File: src/rtl/alu_exec.sv
// Registered execute-stage ALU: single-cycle logic/arithmetic ops plus an optional
// iterative shift-add multiplier, compiled in when ALU_MUL_EN is defined.
module alu_exec #(
  parameter int WIDTH              = 32,
  parameter int ALU_command_length = 3
) (
  input  logic                          clk,
  input  logic                          rst,
  input  logic                          start,
  input  logic [ALU_command_length-1:0] func,
  input  logic [WIDTH-1:0]              a,
  input  logic [WIDTH-1:0]              b,
  output logic [WIDTH-1:0]              result,
  output logic                          zero,
  output logic                          busy,
  output logic                          done
);

  localparam logic [ALU_command_length-1:0] FN_AND = ALU_command_length'(0);
  localparam logic [ALU_command_length-1:0] FN_OR  = ALU_command_length'(1);
  localparam logic [ALU_command_length-1:0] FN_ADD = ALU_command_length'(2);
  localparam logic [ALU_command_length-1:0] FN_NOR = ALU_command_length'(3);
  localparam logic [ALU_command_length-1:0] FN_XOR = ALU_command_length'(4);
  localparam logic [ALU_command_length-1:0] FN_MUL = ALU_command_length'(5);
  localparam logic [ALU_command_length-1:0] FN_SUB = ALU_command_length'(6);
  localparam logic [ALU_command_length-1:0] FN_SLT = ALU_command_length'(7);

  // MUL yields zero here; the multi-cycle path intercepts it before this is used.
  function automatic logic [WIDTH-1:0] single_op(
    input logic [ALU_command_length-1:0] fn,
    input logic [WIDTH-1:0]              op_a,
    input logic [WIDTH-1:0]              op_b
  );
    logic signed [WIDTH-1:0] sa;
    logic signed [WIDTH-1:0] sb;
    sa = op_a;
    sb = op_b;
    case (fn)
      FN_AND:  single_op = op_a & op_b;
      FN_OR:   single_op = op_a | op_b;
      FN_ADD:  single_op = op_a + op_b;
      FN_NOR:  single_op = ~(op_a | op_b);
      FN_XOR:  single_op = op_a ^ op_b;
      FN_MUL:  single_op = '0;
      FN_SUB:  single_op = op_a - op_b;
      FN_SLT:  single_op = {{(WIDTH-1){1'b0}}, (sa < sb)};
      default: single_op = '0;
    endcase
  endfunction

  logic [WIDTH-1:0] result_q, result_d;
  logic             zero_q, zero_d;
  logic             done_q, done_d;

`ifdef ALU_MUL_EN
  localparam int CNT_W = $clog2(WIDTH + 1);

  typedef enum logic [1:0] {S_IDLE, S_MUL, S_FIN} state_t;

  state_t           state_q, state_d;
  logic [WIDTH-1:0] mcand_q, mcand_d;
  logic [WIDTH-1:0] mplier_q, mplier_d;
  logic [WIDTH-1:0] acc_q, acc_d;
  logic [CNT_W-1:0] cnt_q, cnt_d;
  logic [WIDTH-1:0] acc_step;

  always_ff @(posedge clk) begin
    if (rst) begin
      state_q <= S_IDLE;
    end else begin
      state_q <= state_d;
    end
  end

  always_comb begin
    state_d = state_q;
    case (state_q)
      S_IDLE:  if (start && func == FN_MUL) state_d = S_MUL;
      S_MUL:   if (cnt_q == CNT_W'(1)) state_d = S_FIN;
      S_FIN:   state_d = S_IDLE;
      default: state_d = S_IDLE;
    endcase
  end

  assign acc_step = mplier_q[0] ? (acc_q + mcand_q) : acc_q;

  // The final iteration writes its sum straight into result so done lands in FIN.
  always_comb begin
    result_d = result_q;
    zero_d   = zero_q;
    done_d   = 1'b0;
    mcand_d  = mcand_q;
    mplier_d = mplier_q;
    acc_d    = acc_q;
    cnt_d    = cnt_q;
    case (state_q)
      S_IDLE: begin
        if (start) begin
          if (func == FN_MUL) begin
            mcand_d  = a;
            mplier_d = b;
            acc_d    = '0;
            cnt_d    = CNT_W'(WIDTH);
          end else begin
            result_d = single_op(func, a, b);
            zero_d   = (result_d == '0);
            done_d   = 1'b1;
          end
        end
      end
      S_MUL: begin
        acc_d    = acc_step;
        mcand_d  = mcand_q << 1;
        mplier_d = mplier_q >> 1;
        cnt_d    = cnt_q - CNT_W'(1);
        if (cnt_q == CNT_W'(1)) begin
          result_d = acc_step;
          zero_d   = (acc_step == '0);
          done_d   = 1'b1;
        end
      end
      default: ;
    endcase
  end

  always_ff @(posedge clk) begin
    if (rst) begin
      acc_q <= '0;
      cnt_q <= '0;
    end else begin
      acc_q <= acc_d;
      cnt_q <= cnt_d;
    end
  end

  always_ff @(posedge clk) begin
    mcand_q  <= mcand_d;
    mplier_q <= mplier_d;
  end

  assign busy = (state_q == S_MUL);
`else
  always_comb begin
    result_d = result_q;
    zero_d   = zero_q;
    done_d   = 1'b0;
    if (start) begin
      result_d = single_op(func, a, b);
      zero_d   = (result_d == '0);
      done_d   = 1'b1;
    end
  end

  assign busy = 1'b0;
`endif

  // Output register stage
  always_ff @(posedge clk) begin
    if (rst) begin
      result_q <= '0;
      zero_q   <= 1'b1;
      done_q   <= 1'b0;
    end else begin
      result_q <= result_d;
      zero_q   <= zero_d;
      done_q   <= done_d;
    end
  end

  assign result = result_q;
  assign zero   = zero_q;
  assign done   = done_q;

endmodule

File: config.mk
export PLATFORM = sky130hd
export DESIGN_NAME = alu_exec
export DESIGN_NICKNAME = d
export VERILOG_FILES = /design/src/rtl/alu_exec.sv
export SDC_FILE = /design/constraint.sdc
export NUM_CORES = 1
export LEC_CHECK = 0
export ABC_AREA = 1
export CAP_MARGIN = 20
export CORE_MARGIN = 8
export CORE_UTILIZATION = 35
export CTS_BUF_LIST = sky130_fd_sc_hd__clkbuf_16
export DETAILED_ROUTE_END_ITERATION = 12
export GPL_ROUTABILITY_DRIVEN = 0
export SLEW_MARGIN = 20
export SYNTH_ARGS = -nofsm -noshare
export SYNTH_HDL_FRONTEND = slang
export SYNTH_SLANG_ARGS = --single-unit
File: constraint.sdc
create_clock -name clk -period 4.54 [get_ports clk]
set_clock_uncertainty 0.15 [all_clocks]
set_input_delay 0.454 -clock clk [delete_from_list [all_inputs] [get_ports clk]]
set_output_delay 0.454 -clock clk [all_outputs]
set_load 0.02 [all_outputs]
## Word level (Yosys, flattened, before mapping)

Index checks and enable logic that the tools add are counted.

| word-level totals | value |
|---|---|
| bits in registers | 34 |
| input bits | 70 |
| output and inout port bits | 35 |
| logic and storage cells | 22 |

| operators by class | value |
|---|---|
| add/sub/neg operators | 2 |
| $lt $le $gt $ge | 1 |
| equality and inequality tests | 7 |
| muxes and demuxes | 3 |
| bitwise gates (word level) | 4 |
| reduce and logical (&&, ||, !) cells | 2 |

Operators by type and width:

| kind | number |
|---|---|
| $pmux 32 s8 | 1 |
| $add 32x32->32 | 1 |
| $and 32x32->32 | 1 |
| $logic_not 32->1 | 1 |
| $lt 32x32->1 | 1 |
| $mux 32 | 1 |
| $not 32->32 | 1 |
| $or 32x32->32 | 1 |
| $sub 32x32->32 | 1 |
| $xor 32x32->32 | 1 |
| $eq 3x3->1 const B | 4 |
| $eq 3x2->1 const B | 2 |
| $eq 3x1->1 const B | 1 |
| $logic_not 3->1 | 1 |
| $mux 1 | 1 |

## Depth between registers and ports, before layout

| logic depth | value |
|---|---|
| depth after elaboration | 5 |
| depth in mapped cells | 22 |
| mapped depth without buffers | 21 |

## Least setup slack after synthesis

Ideal clock, no wire load.

| timing | value |
|---|---|
| path kind | input to register |
| start | input a[0] |
| end | register zero_q, in the netlist zero |
| library setup time | 58 ps |
| data arrival time | 2247 ps |
| setup slack | 2085 ps |
| stages on the path | 18 |
| buffers on the path | 0 |
| cells stage by stage | inv_1 ha_1 fa_1 inv_1 nand2_1 nand2_1 nand3_1 nand2_1 nand2_1 nand3_1 nand2_1 o21ai_0 nand3_1 nor3_2 nand3_1 nor2_1 nand3_1 nand2_1 |

| on the way | value |
|---|---|
| longest elaborated chain between the ends | 5 |

RTL lines:

| what | RTL line | source |
|---|---|---|
| start, declared | 11 | `input logic [WIDTH-1:0] a,` |
| branches (longest 2 deep; another with $sub 32x32->32) | n/a |  |
| $pmux 32 s8 (*) | 38 | `case (fn)` |
| $mux 32 (*) | 147 | `if (start) begin` |
| $logic_not 32->1 (*) | 149 | `zero_d = (result_d == '0);` |
| end signal, assigned | 165 | `zero_q <= zero_d;` |
| end, declared | 52 | `logic zero_q, zero_d;` |

Mark *: on every way between the ends. The select of a mux whose other input is x is not followed.
A chain may end at the register's enable or synchronous reset.

## Worst setup path after layout

| timing | value |
|---|---|
| start | input b[0] |
| end | register zero_q, in the netlist zero |

| on the way | value |
|---|---|
| longest elaborated chain between the ends | 5 |

RTL lines:

| what | RTL line | source |
|---|---|---|
| start, declared | 12 | `input logic [WIDTH-1:0] b,` |
| branches (longest 2 deep; another with $sub 32x32->32) | n/a |  |
| $pmux 32 s8 (*) | 38 |  |
| $mux 32 (*) | 147 |  |
| $logic_not 32->1 (*) | 149 |  |

Marks and branches as above.

==> flow_metrics.py <==
metrics = {
    "clock_network": {
        "cts_made_buffers": 5,
        "cts.htree.levels": 2,
        "cts_root_buf": "clkbuf_16",
        "cts-resized-gates": 0,
        "holdBufCountCts": 0,
        "cts_tree": "built",
        "cts.clk_slew.worst_paths_ps": 50,
        "clk-insertion-delay-late_ps": 280,
        "clock_sinks": 34,
        "cts_buffer_depth": 2,
        "postCtsSetupRepairBufs": 0,
    },
    "sta": {
        "slew_headroom": 0.330,
        "tightest_slew_ps": 1000,
        "fin_crit_sh": 0.767,
        "finalHoldViolCount": 0,
        "timing.fmax_ghz": 0.287,
        "slew_viol_final": 0,
        "min_period_ps": 3480,
        "rsz0062_at_grt": "false",
        "setup_viol": 0,
        "tns_ps": 0,
    },
    "logic_synthesis": {
        "synth_cell_types": 46,
        "syn_area_per_cell_um2": 5.22,
        "syn_area_mm2": 0.00812,
        "synth-main-ff-cell": "dfxtp_1",
        "synth-seq-cells": 34,
        "synthArstFlopShare": 0,
        "ys_seq_area_frac": 0.0838,
        "synth_edf_count": 0,
        "syn_nets": 1725,
        "syn_inst": 1556,
        "yosysWarnings": 0,
    },
    "floorplan": {
        "dieArea_mm2": 0.0283,
        "die_h_um": 168,
        "design.core.area_mm2": 0.0227,
        "rows": 55,
        "ios": 105,
        "start_util": 0.358,
        "die_x_um": 168,
    },
    "route": {
        "wirelength_mm": 31.7,
        "drcViolationCount": 0,
        "postRouteAntennaNets": 0,
        "dr.pass1.iters": 6,
        "wl_met1_mm": 14.0,
        "post_drt_wl_per_cell_um": 16.7,
        "routed-wl-met3_mm": 3.10,
        "via_count": 10022,
        "routed_via_density": 5.27,
        "dr.first_iter.drc_count": 1134,
        "dr_wl_met2_mm": 13.9,
        "top_layer": "met4",
    },
    "layout": {
        "nets": 1783,
        "multi_input_area_mm2": 0.00603,
        "fin_util": 0.413,
        "instances_no_fill": 1900,
        "area.sequential_um2": 681,
        "fillerInstances": 2568,
        "final_cell_mix": "489 x nand2_1, 288 x inv_1, 166 x nand3_1, 162 x nor2_1, 102 x clkdlybuf4s50_1",
        "synthToLayoutAreaGrowth_pct": 15.4,
        "antenna_cells": 0,
        "drive_gt1_frac": 0.0285,
        "final_common_cell": "nand2_1",
    },
    "global_route": {
        "grt_antenna_before_repair": 0,
        "overflow": 0,
        "grt_pass1_vias": 9263,
        "grt_usage": 0.218,
        "grt_max_degree": 58,
        "grt_pass1_wl_mm": 49.3,
    },
    "worst_setup_path": {
        "cp_max_fo": 3,
        "cp.required_ps": 4610,
        "cp-end-kind": "flip-flop",
        "slowest_delay_ps": 500,
        "crit_family": "simple AND/OR/NAND/NOR gates",
        "cp.arrival_ps": 3560,
        "crit_type": "input pin to flip-flop",
        "start_kind": "input pin",
        "crit_top_cell": "nand2_1",
        "crit_slowest_cell": "clkdlybuf4s50_1",
        "critPathBufInv": 3,
        "path_cells": "clkdlybuf4s50_1 -> ha_1 -> inv_1 -> fa_1 -> inv_1 -> nand2_1 -> nand2_1 -> nand3_1 -> nand2_1 -> nand2_1 -> nand3_1 -> nand2_1 -> o21ai_0 -> nand3_1 -> nor3_2 -> nand3_1 -> nor2_1 -> nand3_1 -> nand2_1",
    },
    "place": {
        "hpwl_mm": 25.9,
        "dp.cells": 1892,
        "io_buffers": 103,
    },
    "pwr": {
        "ir_drop_mv": 0.131,
        "p_total_w": 0.00169,
        "p_per_area_mw_per_mm2": 181,
        "p_leak_nw": 5.19,
    },
    "job": {
        "drv_cap": 0,
    },
    "worst_hold_path": {
        "hp-class": "flip-flop to flip-flop",
    },
    "outcome": {
        "status": "finished, final reports clean",
    },
}
[worst min-delay path, cell delays in order, from the launching register on]
cell and delay, ps:
dfxtp_1 330, o211ai_1 80, inv_1 50
[registers in the layout, summed over array words and instances (netlist names)]
signal,cells
done,1
result,32
zero,1
[cells in the mapped netlist, types with 2 or more instances]
library cell	instances	share of area
a221oi_2	2	0.0037
nor3_1	9	0.0055
buf_6	4	0.0055
o211ai_1	2	0.0018
a211oi_1	14	0.013
nand3_2	4	0.0049
nor4_1	2	0.0015
inv_2	9	0.0042
fa_1	2	0.0049
o21ai_0	70	0.043
nor2_1	162	0.075
a221oi_1	5	0.0054
o21bai_1	4	0.0037
nor2_2	7	0.0054
a31oi_1	2	0.0015
clkbuf_1	14	0.0065
inv_4	2	0.0015
nand3_1	166	0.10
inv_1	287	0.13
a21oi_1	75	0.046
buf_2	30	0.018
nand2_4	2	0.0028
or2_2	4	0.0031
nand4_1	35	0.027
nand2_1	489	0.23
ha_1	97	0.15
clkbuf_2	2	0.0012
buf_4	4	0.0037
dfxtp_1	34	0.084
[area by class of cell]
type                            instances  share of cell area
Multi-Input combinational cell       1169               0.643
Inverter                              299               0.120
Timing Repair Buffer                  105               0.111
Sequential cell                        34              0.0726
Tap cell                              285              0.0381
Clock buffer                            5              0.0134
Clock inverter                          3             0.00134
[layer usage]
metal	vias to the layer above	GRT usage
met2	498	0.349
li1	4970	-
met4	0	0.0609
met5	-	0
met1	4505	0.300
met3	49	0.0276
[report_power, final]
group,leakage (nW),total (W),internal [W],switching (W)
Clock,0.0724,0.000316,0.000198,0.000118
Sequential,0.282,0.000335,0.000323,0.0000113
Combinational,4.84,0.00104,0.000345,0.000699
Total,5.19,0.00169,0.000866,0.000829
[kinds of logic (layout without fill, tap and decap cells)]
family / count (synthesis) / after routing / share of synthesized area
other: 1 / 1 / 0.000462
DFF: 34 / 34 / 0.0838
and+or+nand+nor: 888 / 888 / 0.461
AOI/OAI and AO/OA: 180 / 180 / 0.124
adders and majority gates: 99 / 99 / 0.154
muxes: 1 / 1 / 0.00123
buffers and inverters: 353 / 412 / 0.174
[worst paths after layout]
check	start	end	slack, ps	cells after the start
worst max-delay path	b[0]	zero	1060	19
worst min-delay path	result[7]	result[7]	340	2
worst max register to register	result[2]	result[2]	3720	4
worst min register to register	result[7]	result[7]	340	2
[per-stage QoR]
stage | setup WS (ps) | instance area [um2] | hold WS [ps]
2_1_floorplan | 2090 | 8120 | 388
3_3_place_gp | 747 | 9230 | 313
3_5_place_dp | 787 | 9230 | 322
4_1_cts | 1070 | 9370 | 339
5_1_grt | 861 | 9370 | 372
6_report | 1060 | 9370 | 335
Note: power is estimated with default switching activity, not from simulation.
